===== src/rtl/cpc_mmr_rom_latch.sv =====
// CPC paging register capture: Gate Array RAM-configuration write and the DFxx upper-ROM select.
// Optional macro CPC_RAM_EXP_512K_EN adds the ram_ext 64K block select for the 512K expansion.
module cpc_mmr_rom_latch #(
    parameter int unsigned EXP_ROM_SLOT = 7
) (
    input  logic        clk,
    input  logic        reset_n,
    input  logic [15:0] cpu_addr,
    input  logic        iorq_n,
    input  logic        wr_n,
    input  logic        m1_n,
    input  logic [7:0]  data_from_cpu,
    output logic [2:0]  ram_bank,
    output logic [2:0]  ram_ext,
    output logic [7:0]  upper_rom,
    output logic        exp_rom_sel,
    output logic        mmr_wr_stb,
    output logic        rom_wr_stb
);

    localparam logic [7:0] EXP_SLOT_C = 8'(EXP_ROM_SLOT);

    typedef enum logic [1:0] {
        ST_IDLE     = 2'd0,
        ST_QUAL     = 2'd1,
        ST_COMMIT   = 2'd2,
        ST_WAIT_END = 2'd3
    } state_t;

    state_t      state_q, state_d;
    logic        io_wr_s;
    logic        commit_s;
    logic        mmr_hit_s;
    logic        rom_hit_s;
    logic [2:0]  ram_bank_q;
    logic [7:0]  upper_rom_q;
    logic        mmr_stb_q;
    logic        rom_stb_q;
    logic        unused_addr_s;

    // An interrupt acknowledge drives /IORQ low with /M1 low and is never a write.
    assign io_wr_s       = ~iorq_n & ~wr_n & m1_n;
    assign unused_addr_s = ^{cpu_addr[14], cpu_addr[12:0]};

    // Next-state logic; commit_s marks the QUAL->COMMIT edge where bus values are captured.
    always_comb begin
        state_d  = state_q;
        commit_s = 1'b0;
        case (state_q)
            ST_IDLE: begin
                if (io_wr_s) begin
                    state_d = ST_QUAL;
                end else begin
                    state_d = ST_IDLE;
                end
            end
            ST_QUAL: begin
                if (io_wr_s) begin
                    state_d  = ST_COMMIT;
                    commit_s = 1'b1;
                end else begin
                    state_d = ST_IDLE;
                end
            end
            ST_COMMIT: begin
                state_d = ST_WAIT_END;
            end
            ST_WAIT_END: begin
                if (io_wr_s) begin
                    state_d = ST_WAIT_END;
                end else begin
                    state_d = ST_IDLE;
                end
            end
            default: begin
                state_d = ST_IDLE;
            end
        endcase
    end

    assign mmr_hit_s = commit_s & ~cpu_addr[15] & (data_from_cpu[7:6] == 2'b11);
    assign rom_hit_s = commit_s & ~cpu_addr[13];

    // State register.
    always_ff @(posedge clk or negedge reset_n) begin
        if (!reset_n) begin
            state_q <= ST_IDLE;
        end else begin
            state_q <= state_d;
        end
    end

    // Paging registers and their one-clock commit strobes.
    always_ff @(posedge clk or negedge reset_n) begin
        if (!reset_n) begin
            ram_bank_q  <= 3'd0;
            upper_rom_q <= 8'd0;
            mmr_stb_q   <= 1'b0;
            rom_stb_q   <= 1'b0;
        end else begin
            mmr_stb_q <= mmr_hit_s;
            rom_stb_q <= rom_hit_s;
            if (mmr_hit_s) begin
                ram_bank_q <= data_from_cpu[2:0];
            end
            if (rom_hit_s) begin
                upper_rom_q <= data_from_cpu;
            end
        end
    end

`ifdef CPC_RAM_EXP_512K_EN
    logic [2:0] ram_ext_q;

    // Expansion block select shares the MMR commit with ram_bank.
    always_ff @(posedge clk or negedge reset_n) begin
        if (!reset_n) begin
            ram_ext_q <= 3'd0;
        end else if (mmr_hit_s) begin
            ram_ext_q <= data_from_cpu[5:3];
        end
    end

    assign ram_ext = ram_ext_q;
`else
    assign ram_ext = 3'b000;
`endif

    assign ram_bank    = ram_bank_q;
    assign upper_rom   = upper_rom_q;
    assign mmr_wr_stb  = mmr_stb_q;
    assign rom_wr_stb  = rom_stb_q;
    assign exp_rom_sel = (upper_rom_q == EXP_SLOT_C);

endmodule


===== config.mk =====
export PLATFORM = sky130hd
export DESIGN_NAME = cpc_mmr_rom_latch
export DESIGN_NICKNAME = d
export VERILOG_FILES = /design/src/rtl/cpc_mmr_rom_latch.sv
export SDC_FILE = /design/constraint.sdc
export NUM_CORES = 1
export LEC_CHECK = 0
export ABC_AREA = 1
export CORE_ASPECT_RATIO = 1.25
export CORE_MARGIN = 8
export CORE_UTILIZATION = 38
export CTS_BUF_LIST = sky130_fd_sc_hd__clkbuf_2 sky130_fd_sc_hd__clkbuf_4 sky130_fd_sc_hd__clkbuf_8
export DETAILED_ROUTE_END_ITERATION = 8
export PLACE_DENSITY = 0.9
export SETUP_SLACK_MARGIN = 0.1
export SYNTH_ARGS = -nofsm -noshare
export SYNTH_HDL_FRONTEND = slang
export SYNTH_SLANG_ARGS = --single-unit
export TNS_END_PERCENT = 20

===== constraint.sdc =====
create_clock -name clk -period 1.91 [get_ports clk]
set_input_delay 0.382 -clock clk [delete_from_list [all_inputs] [get_ports clk]]
set_output_delay 0.382 -clock clk [all_outputs]
set_load 0.05 [all_outputs]

==> results of run 1 <==
[cell families (layout without fill, tap and decap cells)]
| logic type | Yosys count | after routing | synth area share, % |
|---|---|---|---|
| simple gates | 46 | 46 | 31.7 |
| flops | 15 | 15 | 57.3 |
| buf+inv | 10 | 38 | 8.59 |
| compound gates | 2 | 2 | 1.91 |
| other cells | 1 | 3 | 0.572 |
[placed cells by master (no fill, tap or decap)]
cell / netlist / final
nor2_4: 1 / 1
conb_1: 1 / 3
nor3_4: 0 / 1
dlygate4sd2_1: 0 / 1
inv_1: 5 / 5
nand2_2: 2 / 2
nand3_1: 12 / 12
dfrtp_1: 15 / 15
o21ai_0: 1 / 1
nor2_2: 1 / 1
buf_12: 0 / 1
dlymetal6s2s_1: 0 / 1
clkbuf_4: 0 / 4
a21boi_0: 1 / 1
nor2_1: 2 / 2
clkinv_1: 1 / 1
buf_4: 3 / 7
and3_2: 1 / 1
clkdlybuf4s50_1: 0 / 18
nand2_1: 26 / 26
[worst register-to-register path, cell delays in order (launching register included)]
cell	delay, ps
dfrtp_1	390
inv_1	50
nand2_1	90
nor2_4	280
nand2_2	180
nand2_1	100
nand2_1	50
[metal layers]
metal	part of all wire (%)	vias up
met5	0	-
met2	56	23
met1	34	263
met4	4.0	0
met3	6.3	5
li1	-	287
[path summary, 6_finish.rpt]
kind | endpoint | slack (ps)
worst max-delay path | ram_bank[2] | 70
worst min-delay path | ram_bank[0] | 470
worst max register to register | upper_rom[6] | 680
worst min register to register | ram_bank[0] | 470
max in group asynchronous | ram_bank[2] | 1010
min in group asynchronous | upper_rom[1] | 490
[layout make-up]
class | instances | area [um2] | area share (%)
clock buffer | 4 | 30.0 | 3.10
inverter | 6 | 22.5 | 2.33
multi-input combinational | 51 | 243 | 25.1
sequential | 15 | 375 | 38.8
tap | 19 | 23.8 | 2.45
timing repair buffer | 28 | 274 | 28.3
[what timing repair did]
item                       CTS  global route
setup buffers                0             0
setup endpoints to repair    5             5
hold endpoints to repair     0             0
gates resized for setup      1             1
[sequential cells by signal (all words and copies together) (netlist names), named ones only]
signal and flops:
rom_wr_stb 1, mmr_wr_stb 1, ram_bank 3, upper_rom 8
state_q 1
[where the power goes]
group          switching [mW]  total, mW  internal (mW)
sequential             0.0802      0.505          0.425
clock                  0.0969      0.192         0.0954
combinational           0.496      0.700          0.204
total                   0.673       1.40          0.724
==> results.toml, run 1 <==
[outcome]
run_status = "finished, final reports clean"

[grt]
busiest_layer = "met2"
grt_max_degree = 16
grt_use_met1_pct = 9.67
grt_pass1_vias = 582
grt_pass1_wl_um = 2530
use_met2_pct = 17.5
grt_usage_pct = 10.1
grt.overflow.total = 0
antenna_found_initial = 0
met3_usage_pct = 1.43

[final_layout]
stdcell_count = 123
final_cell_area_um2 = 968
diodes = 0
nets = 134
n_fill_cell = 165
final_util_pct = 56.9
area_growth_pct = 47.7
layout-drive-gt1-share_pct = 17.3

[drt]
via_per_inst = 4.70
drt_iter0_markers = 9
drcViolationCount = 0
drt_pass1_iterations = 4
routed_wl_um = 1530
ant_nets = 0
routed-via-count = 578
wire_per_inst_um = 12.5

[setup_path]
worstPathRequired_ps = 1530
cp_top_family = "buffers and inverters"
critPathMaxFanout = 2
worstSetupPathType = "reg2out"
critical_path.max_stage_delay_ps = 810
endpoint_kind = "primary output"
cp-start-kind = "flop"
crit_buf_inv = 1
crit_start = "ram_bank[2]"
cp_data_arrival_time_ps = 1450
path_cells = "clkdlybuf4s50_1"
reg2regPathDepth = 6
worst_path_max_delay_cell = "clkdlybuf4s50_1"
cp.depth = 1

[sta]
tns_ps = 0
fin_crit_ps = 1840
relSlewSlack_pct = 57.0
drv_slew = 0
fin_skew_ps = 3.47
fin_crit_sh_pct = 96.1
max_freq_mhz = 545
rsz0062_at_grt = "yes"
hold_violations = 0
worst_pin_slew_ps = 642
setup_slack_ps = 74.8
whs_ps = 470
finalSetupViolCount = 0

[power]
p_leak_nw = 0.521
peakVddDrop_mv = 0.622
finalPower_mw = 1.40
powerDensity_nw_per_um2 = 1440

[synth]
syn_area_um2 = 656
synth_area_leaders = "dfrtp_1 57%, nand2_1 15%, nand3_1 9.2%"
synth_largest_area_cell = "dfrtp_1"
yosys_warnings = 0
yosys_most_used_dff = "dfrtp_1"
yosysMostFrequentCell = "nand2_1"
synth_cell_types = 16
avgSynthCellArea_um2 = 8.86
synth_top_area_share_pct = 57.3
synth-async-reset-ratio_pct = 100
synth_edf_count = 0
synth_common_cells = "26 x nand2_1, 15 x dfrtp_1, 12 x nand3_1, 5 x inv_1, 3 x buf_4"
ys_ff_latch = 15
synthCells = 74
ys_seq_area_share_pct = 57.3

[floorplan]
fp.dieH_um = 62.4
ios = 46
die_area_um2 = 3320
rows = 17
die_x_um = 53.2
start_util_pct = 38.5
coreArea_um2 = 1700

[placement]
gp_congestion = 0.795
dp_slack_ps = 197
dp_hpwl_um = 1260
io_buffers = 28
dp.cells = 119
place_area_um2 = 937

[hold_path]
min_path_cells = 2
hp-class = "reg2reg"
hold_start = "ram_bank[0]"

[cts]
cts_made_buffers = 3
htree_levels = 1
cts_tree = "done"
cts_hold_buf = 0
path_clk_slew_ps = 80
clockBufferDepth = 2
cts-root-buf = "clkbuf_4"
clkLatencyLatePin_ps = 280
cts_sinks = 15

[flow_run]
max-cap-violations = 0
Power figures use the tool's default switching activity.
==> inputs of run 2 (changes only) <==
- GPL_TIMING_DRIVEN: default -> 0
==> results.toml, run 2 (synthesized netlist as in run 1, its figures left out) <==
[floorplan]
start_util_pct = 38.5
die_x_um = 53.2
die_area_um2 = 3320
coreArea_um2 = 1700
rows = 17
ios = 46
fp.dieH_um = 62.4

[cts]
cts_made_buffers = 3
htree_levels = 1
cts-root-buf = "clkbuf_4"
cts_sinks = 15
path_clk_slew_ps = 90
clockBufferDepth = 2
clkLatencyLatePin_ps = 280
cts_tree = "done"

[placement]
dp_hpwl_um = 1270
io_buffers = 28
dp.cells = 123
gp_congestion = 0.829

[sta]
fin_crit_sh_pct = 97.4
fin_crit_ps = 1860
drv_slew = 0
tns_ps = 0
fin_skew_ps = 5.88
worst_pin_slew_ps = 644
hold_violations = 0
finalSetupViolCount = 0
rsz0062_at_grt = "yes"
max_freq_mhz = 538
relSlewSlack_pct = 57.0

[drt]
wire_per_inst_um = 12.2
drt_iter0_markers = 11
routed_wl_um = 1550
drt_pass1_iterations = 4
ant_nets = 0
drcViolationCount = 0
via_per_inst = 4.61
routed-via-count = 585

[power]
p_leak_nw = 0.526
peakVddDrop_mv = 0.680
powerDensity_nw_per_um2 = 1420
finalPower_mw = 1.43

[grt]
grt_usage_pct = 9.91
grt_max_degree = 16
grt.overflow.total = 0
grt_pass1_wl_um = 2530
grt_pass1_vias = 596
antenna_found_initial = 0

[final_layout]
largest_reg_flops = 8
diodes = 0
final_util_pct = 59.0
nets = 138
layout_common_cells = "26 x nand2_1, 25 x clkdlybuf4s50_1, 15 x dfrtp_1, 12 x nand3_1, 5 x inv_1"
final_common_cell = "nand2_1"
area_growth_pct = 53.2
layout-drive-gt1-share_pct = 13.9
stdcell_count = 127

[setup_path]
worstPathRequired_ps = 1530
critical_path.max_stage_delay_ps = 840
cp.depth = 1
reg2regPathDepth = 6
cp-endpoint = "upper_rom[2]"
cp_data_arrival_time_ps = 1480
critPathMaxFanout = 3
endpoint_kind = "primary output"
reg2reg_slack_ps = 810
crit_buf_inv = 1
worstSetupPathType = "reg2out"
r2r-end = "upper_rom[1]"
worst_path_max_delay_cell = "clkdlybuf4s50_1"
cp-start-kind = "flop"
crit_start = "upper_rom[2]"
path_cells = "clkdlybuf4s50_1"
cp_top_family = "buffers and inverters"

[flow_run]
max-cap-violations = 0

[outcome]
run_status = "finished, final reports clean"

[hold_path]
hp-class = "in2async"
## run 2: cell count changes in the layout (fill, tap and decap cells not counted)
cell             before  now
buf_4                 7    3
buf_6                 0    1
clkdlybuf4s50_1      18   25
clkbuf_2              0    1
buf_12                1    0
## run 2: power by group
part	leakage, nW	total (mW)	internal (mW)	switching (mW)
sequential	0.201	0.505	0.425	0.0794
clock	0.0184	0.190	0.0951	0.0952
combinational	0.306	0.733	0.234	0.499
## run 2: worst min path at each step
stage / start / end / slack (ps) / depth (start not counted)
2_1_floorplan: reset_n / async pin / 90 / 0
3_5_place_dp: ram_bank[1] / ram_bank[1] / 460 / 2
4_1_cts: ram_bank[2] / ram_bank[2] / 490 / 2
6_report: reset_n / mmr_wr_stb / 490 / 1
3_3_place_gp: ram_bank[1] / ram_bank[1] / 460 / 2
5_1_grt: ram_bank[0] / ram_bank[0] / 520 / 2
## run 2: layout make-up
class | count | area (um2)
fillers | 165 | 697
flip-flops and latches | 15 | 375
repair buffers | 28 | 277
multi-input cells | 51 | 243
plain buffers | 4 | 33.8
clock buffers | 4 | 30.0
well taps | 19 | 23.8
inverters | 6 | 22.5
## run 2: per-layer routing
| layer | track usage, % | wire [um] | share of wire [%] | vias up |
|---|---|---|---|---|
| met2 | 16.6 | 866 | 56 | 16 |
| met1 | 9.87 | 555 | 36 | 270 |
| li1 | - | - | - | 295 |
| met5 | 0 | 0 | 0 | - |
| met3 | 1.67 | 66 | 4.3 | 4 |
| met4 | 8.23 | 57 | 3.7 | 0 |
## run 2: stage by stage
step	hold slack [ps]	worst slack, ps	area (um2)
3_5_place_dp	464	11.4	978
5_1_grt	524	4.08	1000
4_1_cts	486	10.0	1010
3_3_place_gp	460	28.3	978
6_report	492	50.0	1000
2_1_floorplan	86.4	209	674
## run 2: what timing repair did
| action | CTS | global route |
|---|---|---|
| gates resized for setup | 3 | 2 |
| buffers inserted | 0 | 0 |
| hold buffers | 0 | 0 |
| pin swaps | 0 | 0 |
| endpoints found under the setup margin | 12 | 12 |
